===== src/rtl/conv_encoder_framed_pkg.sv =====
// Shared constants and types for the K=3 convolutional encoder and its Viterbi decoder.
package conv_encoder_framed_pkg;

  localparam int K        = 3;
  localparam int TAIL_LEN = K - 1;
  localparam int SYM_W    = 2;

  localparam logic [K-1:0] G0_DEFAULT = 3'b111;
  localparam logic [K-1:0] G1_DEFAULT = 3'b101;

  typedef enum logic [1:0] {
    IDLE = 2'd0,
    DATA = 2'd1,
    TAIL = 2'd2,
    DONE = 2'd3
  } enc_state_e;

  // Parity of the taps selected by generator g over {current bit, sr[1], sr[0]}.
  function automatic logic tap_parity(input logic [K-1:0] g, input logic [K-1:0] taps);
    return ^(g & taps);
  endfunction

endpackage


===== src/rtl/conv_encoder_framed_if.sv =====
// Bit-in / symbol-out handshake bundle of the framed convolutional encoder.
interface conv_encoder_framed_if;

  logic                                    start;
  logic                                    in_valid;
  logic                                    in_bit;
  logic                                    in_ready;
  logic                                    out_valid;
  logic [conv_encoder_framed_pkg::SYM_W-1:0] out_sym;
  logic                                    out_ready;
  logic                                    busy;
  logic                                    frame_done;

  // Encoder side.
  modport slave (
    input  start, in_valid, in_bit, out_ready,
    output in_ready, out_valid, out_sym, busy, frame_done
  );

  // Source/sink side driving the encoder.
  modport master (
    output start, in_valid, in_bit, out_ready,
    input  in_ready, out_valid, out_sym, busy, frame_done
  );

endinterface


===== src/rtl/conv_encoder_framed_core.sv =====
// Combinational rate-1/2 encoding step: parity symbol for bit b and the shifted register.
module conv_encoder_framed_core
  import conv_encoder_framed_pkg::*;
#(
  parameter logic [K-1:0] G0 = G0_DEFAULT,
  parameter logic [K-1:0] G1 = G1_DEFAULT
) (
  input  logic             b,
  input  logic [K-2:0]     sr,
  output logic [SYM_W-1:0] sym,
  output logic [K-2:0]     sr_next
);

  assign sym     = {tap_parity(G0, {b, sr}), tap_parity(G1, {b, sr})};
  assign sr_next = {b, sr[K-2]};

endmodule


===== src/rtl/conv_encoder_framed.sv =====
// Framed K=3 convolutional encoder: FRAME_LEN data symbols followed by two zero-tail symbols.
module conv_encoder_framed
  import conv_encoder_framed_pkg::*;
#(
  parameter int           FRAME_LEN = 8,
  parameter logic [K-1:0] G0        = G0_DEFAULT,
  parameter logic [K-1:0] G1        = G1_DEFAULT
) (
  input  logic                  clk,
  input  logic                  rst,
  conv_encoder_framed_if.slave  bus
);

  localparam logic [7:0] LAST_BIT  = 8'(FRAME_LEN - 1);
  localparam logic [7:0] LAST_TAIL = 8'(TAIL_LEN - 1);

  enc_state_e       state, state_next;
  logic [7:0]       cnt;
  logic [K-2:0]     sr, sr_next;
  logic [SYM_W-1:0] sym_p0;
  logic [SYM_W-1:0] sym_p1;
  logic             vld_p1;

  logic adv;
  logic load;
  logic enc_bit;
  logic cnt_clr;
  logic cnt_inc;
  logic sr_clr;
  logic in_ready;
  logic frame_done;

  // The output slot can take a new symbol when empty or being drained this cycle.
  assign adv = !vld_p1 || bus.out_ready;

  conv_encoder_framed_core #(
    .G0 (G0),
    .G1 (G1)
  ) u_core (
    .b       (enc_bit),
    .sr      (sr),
    .sym     (sym_p0),
    .sr_next (sr_next)
  );

  always_ff @(posedge clk) begin
    if (rst) state <= IDLE;
    else     state <= state_next;
  end

  always_comb begin
    state_next = state;
    in_ready   = 1'b0;
    load       = 1'b0;
    enc_bit    = 1'b0;
    cnt_clr    = 1'b0;
    cnt_inc    = 1'b0;
    sr_clr     = 1'b0;
    frame_done = 1'b0;
    unique case (state)
      IDLE: begin
        if (bus.start) begin
          state_next = DATA;
          cnt_clr    = 1'b1;
          sr_clr     = 1'b1;
        end
      end
      DATA: begin
        in_ready = adv;
        if (bus.in_valid && adv) begin
          load    = 1'b1;
          enc_bit = bus.in_bit;
          if (cnt == LAST_BIT) begin
            state_next = TAIL;
            cnt_clr    = 1'b1;
          end else begin
            cnt_inc = 1'b1;
          end
        end
      end
      TAIL: begin
        // Flush zeros so the trellis ends in state 00.
        if (adv) begin
          load = 1'b1;
          if (cnt == LAST_TAIL) begin
            state_next = DONE;
            cnt_clr    = 1'b1;
          end else begin
            cnt_inc = 1'b1;
          end
        end
      end
      DONE: begin
        if (vld_p1 && bus.out_ready) begin
          frame_done = 1'b1;
          state_next = IDLE;
        end
      end
      default: state_next = IDLE;
    endcase
  end

  always_ff @(posedge clk) begin
    if (rst) begin
      cnt <= '0;
      sr  <= '0;
    end else begin
      if (cnt_clr)      cnt <= '0;
      else if (cnt_inc) cnt <= cnt + 8'd1;
      if (sr_clr)       sr  <= '0;
      else if (load)    sr  <= sr_next;
    end
  end

  // ---- stage p0 -> p1: registered output symbol, held until consumed ----
  always_ff @(posedge clk) begin
    if (rst) begin
      vld_p1 <= 1'b0;
      sym_p1 <= '0;
    end else if (load) begin
      vld_p1 <= 1'b1;
      sym_p1 <= sym_p0;
    end else if (bus.out_ready) begin
      vld_p1 <= 1'b0;
    end
  end

  assign bus.in_ready   = in_ready;
  assign bus.frame_done = frame_done;
  assign bus.out_valid  = vld_p1;
  assign bus.out_sym    = sym_p1;
  assign bus.busy       = (state != IDLE);

endmodule


===== src/flat_wrapper.sv =====
// flat-port wrapper written by rule: the top's interface ports become plain ports
module conv_encoder_framed_flat import conv_encoder_framed_pkg::*;
#(
  parameter int           FRAME_LEN = 8,
  parameter logic [K-1:0] G0        = G0_DEFAULT,
  parameter logic [K-1:0] G1        = G1_DEFAULT
)
  (clk, rst, bus_start, bus_in_valid, bus_in_bit, bus_out_ready, bus_in_ready, bus_out_valid, bus_out_sym, bus_busy, bus_frame_done);
  conv_encoder_framed_if bus_i ();
  input  logic clk;
  input  logic rst;
  input wire logic [$bits(bus_i.start)-1:0] bus_start;
  input wire logic [$bits(bus_i.in_valid)-1:0] bus_in_valid;
  input wire logic [$bits(bus_i.in_bit)-1:0] bus_in_bit;
  input wire logic [$bits(bus_i.out_ready)-1:0] bus_out_ready;
  output wire logic [$bits(bus_i.in_ready)-1:0] bus_in_ready;
  output wire logic [$bits(bus_i.out_valid)-1:0] bus_out_valid;
  output wire logic [$bits(bus_i.out_sym)-1:0] bus_out_sym;
  output wire logic [$bits(bus_i.busy)-1:0] bus_busy;
  output wire logic [$bits(bus_i.frame_done)-1:0] bus_frame_done;
  assign bus_i.start = bus_start;
  assign bus_i.in_valid = bus_in_valid;
  assign bus_i.in_bit = bus_in_bit;
  assign bus_i.out_ready = bus_out_ready;
  assign bus_in_ready = bus_i.in_ready;
  assign bus_out_valid = bus_i.out_valid;
  assign bus_out_sym = bus_i.out_sym;
  assign bus_busy = bus_i.busy;
  assign bus_frame_done = bus_i.frame_done;
  conv_encoder_framed #(.FRAME_LEN(FRAME_LEN), .G0(G0), .G1(G1)) u_core (.clk(clk), .rst(rst), .bus(bus_i));
endmodule

===== config.mk =====
export PLATFORM = sky130hd
export DESIGN_NAME = conv_encoder_framed_flat
export DESIGN_NICKNAME = d
export VERILOG_FILES = /design/src/rtl/conv_encoder_framed_pkg.sv /design/src/rtl/conv_encoder_framed_if.sv /design/src/rtl/conv_encoder_framed_core.sv /design/src/rtl/conv_encoder_framed.sv /design/src/flat_wrapper.sv
export SDC_FILE = /design/constraint.sdc
export NUM_CORES = 1
export LEC_CHECK = 0
export BUFFER_PORTS_ARGS = -buffer_cell sky130_fd_sc_hd__buf_4
export CAP_MARGIN = 20
export CORE_MARGIN = 3
export CORE_UTILIZATION = 56
export CTS_CLUSTER_DIAMETER = 150
export CTS_CLUSTER_SIZE = 40
export DETAILED_ROUTE_END_ITERATION = 10
export PLACE_DENSITY = 0.77
export SETUP_SLACK_MARGIN = 0.2
export SYNTH_ARGS = -nofsm -noshare
export SYNTH_HDL_FRONTEND = slang
export SYNTH_SLANG_ARGS = --single-unit

===== constraint.sdc =====
create_clock -name clk -period 2.3 [get_ports clk]
set_clock_uncertainty 0.1 [all_clocks]
set_input_delay 0.46 -clock clk [delete_from_list [all_inputs] [get_ports clk]]
set_output_delay 0.46 -clock clk [all_outputs]
set_load 0.02 [all_outputs]

==> impl_metrics.py, run 1 <==
metrics = {
    "global_route": {
        "use_met2": 0.303,
        "grt_pass1_vias": 809,
        "gr-usage-met3": 0.0307,
        "grt_busiest_layer": "met2",
        "grt_overflow_total": 0,
        "grt_usage": 0.190,
        "grtUsageMet1": 0.246,
        "antenna_found_initial": 0,
        "grt_start_max_net_pins": 11,
        "grt_pass1_wl_um": 3550,
    },
    "timing": {
        "min_period_ps": 1990,
        "tightest_slew_ps": 532,
        "final_max_slew_viol_count": 0,
        "rsz0062_at_grt": "true",
        "setup-violations-final": 0,
        "slew_headroom": 0.645,
        "fin_crit_sh": 0.867,
        "finalHoldViolCount": 0,
        "max_freq_mhz": 501,
        "finalSetupTns_ps": 0,
    },
    "cells_and_area": {
        "fillers": 132,
        "seqCellArea_um2": 304,
        "synthToLayoutAreaGrowth_pct": 15.9,
        "drive_gt1_frac": 0.256,
        "multi_input_area_um2": 684,
        "fin_area_um2": 1170,
        "nets": 140,
        "antenna_cells": 0,
    },
    "clocking": {
        "cts_sinks": 15,
        "root_buffer": "clkbuf_4",
        "holdBufCountCts": 0,
        "clk_latency_ps": 290,
        "clock_path_buffers": 2,
        "htree_levels": 1,
        "clkTransAtPathRegs_ps": 90,
        "cts_tree": "built",
        "numCtsBuffers": 3,
    },
    "yosys": {
        "synth_commonest_cells": "dfxtp_1, nor2_1, nand2_1",
        "synth_top_area_frac": 0.297,
        "synth_edf_count": 0,
        "ys_ff_latch": 15,
        "synth_warnings": 0,
        "synth_most_common_cell": "dfxtp_1",
        "yosys-top-cells-area": "dfxtp_1, ha_1, nor2_1",
        "synth_cells": 111,
        "syn-cell-area_um2": 1010,
        "async_reset_ff_frac": 0,
        "syn_area_per_cell_um2": 9.10,
        "ys_types": 40,
        "syn-num-nets": 125,
        "synth_seq_area_share": 0.297,
        "synth_flop_cell": "dfxtp_1",
        "yosys.area.top_type": "dfxtp_1",
    },
    "die": {
        "num_rows": 14,
        "io_pins": 12,
        "fp.dieH_um": 48.5,
        "start_util": 0.633,
        "fp.coreArea_um2": 1590,
        "die-area_um2": 2350,
        "die_x_um": 48.5,
    },
    "pwr": {
        "irDropWorstVdd_v": 0.000720,
        "power.leakage_nw": 0.442,
        "power_density_nw_per_um2": 900,
    },
    "placed_design": {
        "gp_congestion": 0.844,
        "dpl_cell_area_um2": 1110,
        "port_buffers": 11,
        "dp_hpwl_um": 1510,
    },
    "hold_path": {
        "hp-start": "rst",
        "hp-class": "input port to register",
    },
    "worst_setup_path": {
        "crit_slowest_cell": "or4_4",
        "r2r_start": "u_core.cnt[3]$_SDFFE_PP0P_",
        "crit_chain": "or4_4 > o311ai_4 > a21oi_2 > a21oi_1 > a311oi_2",
        "critical_path.max_fanout": 7,
        "cp-start-kind": "register",
        "slowest_delay_ps": 610,
        "cp.arrival_ps": 2060,
        "cp_data_required_time_ps": 2370,
        "cp-end-kind": "register",
        "crit_path_start": "u_core.cnt[3]$_SDFFE_PP0P_",
        "critPathKind": "register to register",
    },
    "route": {
        "drt-pass1-iter-count": 4,
        "viasPerCell": 5.53,
        "drt_iter0_drc": 16,
        "route.detailed.drc": 0,
        "antenna_left": 0,
        "vias": 824,
        "wire_per_inst_um": 13.2,
        "finalWirelength_um": 1970,
    },
    "run": {
        "cap_violations": 0,
    },
    "status": {
        "outcome": "complete, no violations",
    },
}
final timing paths:
kind | slack [ps] | to | cells past startpoint
setup / recovery | 310 | u_core.cnt[2]$_SDFFE_PP0P_ | 5
hold / removal | 290 | u_core.state[1]$_SDFFE_PP0P_ | 2
setup reg to reg | 310 | u_core.cnt[2]$_SDFFE_PP0P_ | 5
hold reg to reg | 430 | u_core.bus.out_sym[0]$_SDFFE_PP0P_ | 2
through the flow:
step                 util  cells  hold slack, ps  setup WS, ps  power [mW]
CTS                 0.715    148             283           216        1.03
finish              0.734    149             294           306        1.05
floorplan               -    111             380           397       0.729
global route        0.734    149             283           183        1.14
detailed placement  0.698    144             406           152       0.868
global placement    0.698    144             378           223       0.854
routing by layer:
| layer | up-vias | routed length, um | part of all wire |
|---|---|---|---|
| met5 | - | 0 | 0 |
| met4 | 0 | 47 | 0.024 |
| met3 | 5 | 48 | 0.024 |
| met2 | 11 | 915 | 0.46 |
| met1 | 384 | 957 | 0.49 |
| li1 | 424 | - | - |
worst max-delay path: cells and delay by family (launching register included):
family           cells  cell delay, ps
AO/OA/AOI/OAI        4             800
flip-flops           1             360
AND/OR/NAND/NOR      1             610
final cells by class:
cell class / count / area share
timing repair buffer: 14 / 0.0898
sequential: 15 / 0.260
clock inverter: 1 / 0.00428
tap: 24 / 0.0257
inverter: 5 / 0.0160
clock buffer: 3 / 0.0193
multi-input combinational: 87 / 0.585
repair_timing:
item,in CTS,in global routing
resized for setup,0,7
setup buffers,0,1
endpoints found under the setup margin,0,5
where the power goes:
part	switching, mW	leakage (nW)	internal, mW	total [mW]
logic	0.329	0.302	0.241	0.569
registers	0.0346	0.122	0.294	0.329
clock network	0.0898	0.0177	0.0647	0.155
total	0.453	0.442	0.600	1.05
cell families after synthesis:
logic type / synth area share
AND/OR/NAND/NOR: 0.227
AO/OA/AOI/OAI: 0.252
flip-flops: 0.297
buffers and inverters: 0.0434
adder cells (fa/ha/maj): 0.0991
XOR/XNOR: 0.0520
multiplexers: 0.0297
cell usage in the layout (no fill, tap or decap), types with 2 or more instances in the layout:
master	netlist	layout
a2bb2oi_1	2	2
buf_4	0	14
nand2b_1	3	3
a211oi_1	2	2
a21oi_1	3	3
nor3_1	4	4
nor2_1	13	13
mux2i_1	3	3
ha_1	8	7
xnor2_1	5	5
and2_1	4	4
nand2_1	10	10
o21ai_1	2	2
nor2b_1	2	2
nand3_1	4	4
clkbuf_4	0	3
inv_1	5	5
dfxtp_1	15	14
registers in the layout, indices dropped and copies added (netlist names):
name and count:
u_core.state 2, u_core.bus.out_sym 2, u_core.cnt 8, u_core.bus.out_valid 1
u_core.sr 2
No activity file was read; power rests on OpenSTA's default activity.
==> inputs of run 2 (changes only) <==
--- a/config.mk
+++ b/config.mk
@@ -5,14 +5,15 @@
 export SDC_FILE = /design/constraint.sdc
 export NUM_CORES = 1
 export LEC_CHECK = 0
+export ABC_AREA = 1
 export BUFFER_PORTS_ARGS = -buffer_cell sky130_fd_sc_hd__buf_4
 export CAP_MARGIN = 20
 export CORE_MARGIN = 3
-export CORE_UTILIZATION = 56
+export CORE_UTILIZATION = 57
 export CTS_CLUSTER_DIAMETER = 150
 export CTS_CLUSTER_SIZE = 40
 export DETAILED_ROUTE_END_ITERATION = 10
-export PLACE_DENSITY = 0.77
+export PLACE_DENSITY = 0.78
 export SETUP_SLACK_MARGIN = 0.2
 export SYNTH_ARGS = -nofsm -noshare
 export SYNTH_HDL_FRONTEND = slang
==> impl_metrics.py, run 2 <==
metrics = {
    "timing": {
        "min_period_ps": 1890,
        "setup-violations-final": 0,
        "whs_ps": 240,
        "max_freq_mhz": 530,
        "rsz0062_at_grt": "false",
        "slew_headroom": 0.713,
        "tightest_slew_ps": 431,
        "final_max_slew_viol_count": 0,
        "finalHoldViolCount": 0,
        "finalSetupTns_ps": 0,
        "fin_crit_sh": 0.820,
    },
    "die": {
        "num_rows": 15,
        "start_util": 0.622,
        "fp.dieH_um": 49.9,
        "die-area_um2": 2490,
        "io_pins": 12,
        "die_x_um": 49.9,
        "fp.coreArea_um2": 1760,
    },
    "cells_and_area": {
        "post-route-util": 0.694,
        "drive_gt1_frac": 0.184,
        "layout_common_cells": "nand2_1, inv_1, nand3_1",
        "largest_reg_flops": 8,
        "final_common_cell": "nand2_1",
        "nets": 200,
        "synthToLayoutAreaGrowth_pct": 11.5,
        "regMostFlops": "u_core.cnt",
        "antenna_cells": 0,
        "fillers": 180,
    },
    "global_route": {
        "grt_usage": 0.194,
        "antenna_found_initial": 0,
        "grt_pass1_vias": 882,
        "grt_overflow_total": 0,
        "grt_start_max_net_pins": 13,
        "grt_pass1_wl_um": 3790,
    },
    "hold_path": {
        "hp-class": "input port to register",
    },
    "worst_setup_path": {
        "crit_chain": "inv_1 > ha_1 > inv_1 > nor2_1 > buf_4",
        "slowest_delay_ps": 400,
        "crit_family": "flip-flops",
        "crit_slowest_cell": "dfxtp_1",
        "cp.arrival_ps": 1330,
        "crit_buf_inv": 3,
        "critical_path.max_fanout": 4,
        "cp-end-kind": "output pin",
        "critPathKind": "register to output pin",
        "cp_data_required_time_ps": 1740,
        "cp-start-kind": "register",
        "crit_top_cell": "inv_1",
    },
    "yosys": {
        "syn_area_per_cell_um2": 6.38,
        "yosys-top-cells-area": "dfxtp_1, nand2_1, inv_1",
        "syn-cell-area_um2": 1100,
        "synth_warnings": 0,
        "syn-num-nets": 186,
        "synth_top_area_frac": 0.274,
        "synth_commonest_cells": "nand2_1, inv_1, nand3_1",
        "async_reset_ff_frac": 0,
        "synth_flop_cell": "dfxtp_1",
        "ys_types": 19,
        "yosys.area.top_type": "dfxtp_1",
        "synth_seq_area_share": 0.274,
        "synth_most_common_cell": "nand2_1",
        "synth_cells": 172,
        "synth_edf_count": 0,
        "ys_ff_latch": 15,
    },
    "pwr": {
        "report.power.total_mw": 1.13,
        "power_density_nw_per_um2": 924,
        "power.leakage_nw": 0.624,
        "p_clk_frac": 0.141,
        "irDropWorstVdd_v": 0.000793,
        "switchingPower_mw": 0.553,
        "intPower_mw": 0.577,
        "seqPwrFrac": 0.298,
        "switching_share": 0.490,
        "pwr-share-comb": 0.561,
    },
    "route": {
        "wire_per_inst_um": 10.2,
        "finalWirelength_um": 2140,
        "vias": 1025,
        "route.detailed.drc": 0,
        "viasPerCell": 4.88,
        "antenna_left": 0,
        "drt-pass1-iter-count": 4,
        "drt_iter0_drc": 46,
    },
    "clocking": {
        "numCtsBuffers": 3,
        "cts_sinks": 15,
        "root_buffer": "clkbuf_4",
        "clkTransAtPathRegs_ps": 100,
        "cts_setup_buffers": 0,
        "cts_tree": "built",
        "clock_path_buffers": 2,
        "clk_latency_ps": 290,
        "holdBufCountCts": 0,
        "cts_resized": 0,
        "htree_levels": 1,
    },
    "run": {
        "cap_violations": 0,
    },
    "placed_design": {
        "port_buffers": 11,
        "gp_congestion": 0.856,
        "dp_hpwl_um": 1710,
    },
    "status": {
        "outcome": "complete, no violations",
    },
}
[run 2: layout make-up]
cell class              instances  area, um^2  share of cell area
clock inverters                 1        5.00             0.00409
repair buffers                 11        82.6              0.0675
multi-input cells             123         662               0.541
clock buffers                   3        22.5              0.0184
well taps                      25        31.3              0.0256
flip-flops and latches         15         300               0.245
inverters                      32         120              0.0982
[run 2: logic make-up after synthesis]
group | count (synthesis) | share of synthesized area
AOI/OAI and AO/OA | 11 | 0.0570
xor gates and xnor gates | 6 | 0.0479
adders and majority gates | 8 | 0.0912
buffers and inverters | 34 | 0.123
DFF | 15 | 0.274
and+or+nand+nor | 98 | 0.407
[run 2: per-layer routing]
metal  share of wire  global-route usage  vias up
li1                -                   -      552
met1            0.50               0.270      444
met2            0.43               0.300       25
met3           0.051              0.0242        4
met4           0.018              0.0829        0
met5               0                   0        -
[run 2: path summary, 6_finish.rpt]
check	startpoint	endpoint	slack, ps	cells past startpoint
worst max-delay path	u_core.state[1]$_SDFFE_PP0P_	bus_in_ready	410	5
worst min-delay path	rst	u_core.bus.out_valid$_SDFFE_PP0P_	240	2
worst max register to register	u_core.state[0]$_SDFFE_PP0P_	u_core.sr[0]$_SDFFE_PP0P_	610	6
worst min register to register	u_core.sr[1]$_SDFFE_PP0P_	u_core.sr[0]$_SDFFE_PP0P_	400	2
[run 2: power by group through the flow]
stage,combinational (mW),clock [mW],sequential (mW)
3_5_place_dp,0.633,0,0.343
3_3_place_gp,0.617,0,0.339
6_report,0.634,0.159,0.337
4_1_cts,0.637,0.158,0.337
5_1_grt,0.707,0.166,0.343
2_1_floorplan,0.466,0,0.356
[run 2: per-stage QoR]
step           instances  area [um^2]  setup slack (ps)
6_report             210         1220               413
4_1_cts              210         1220               406
3_3_place_gp         206         1200               659
5_1_grt              210         1220               329
2_1_floorplan        172         1100               784
3_5_place_dp         206         1200               612
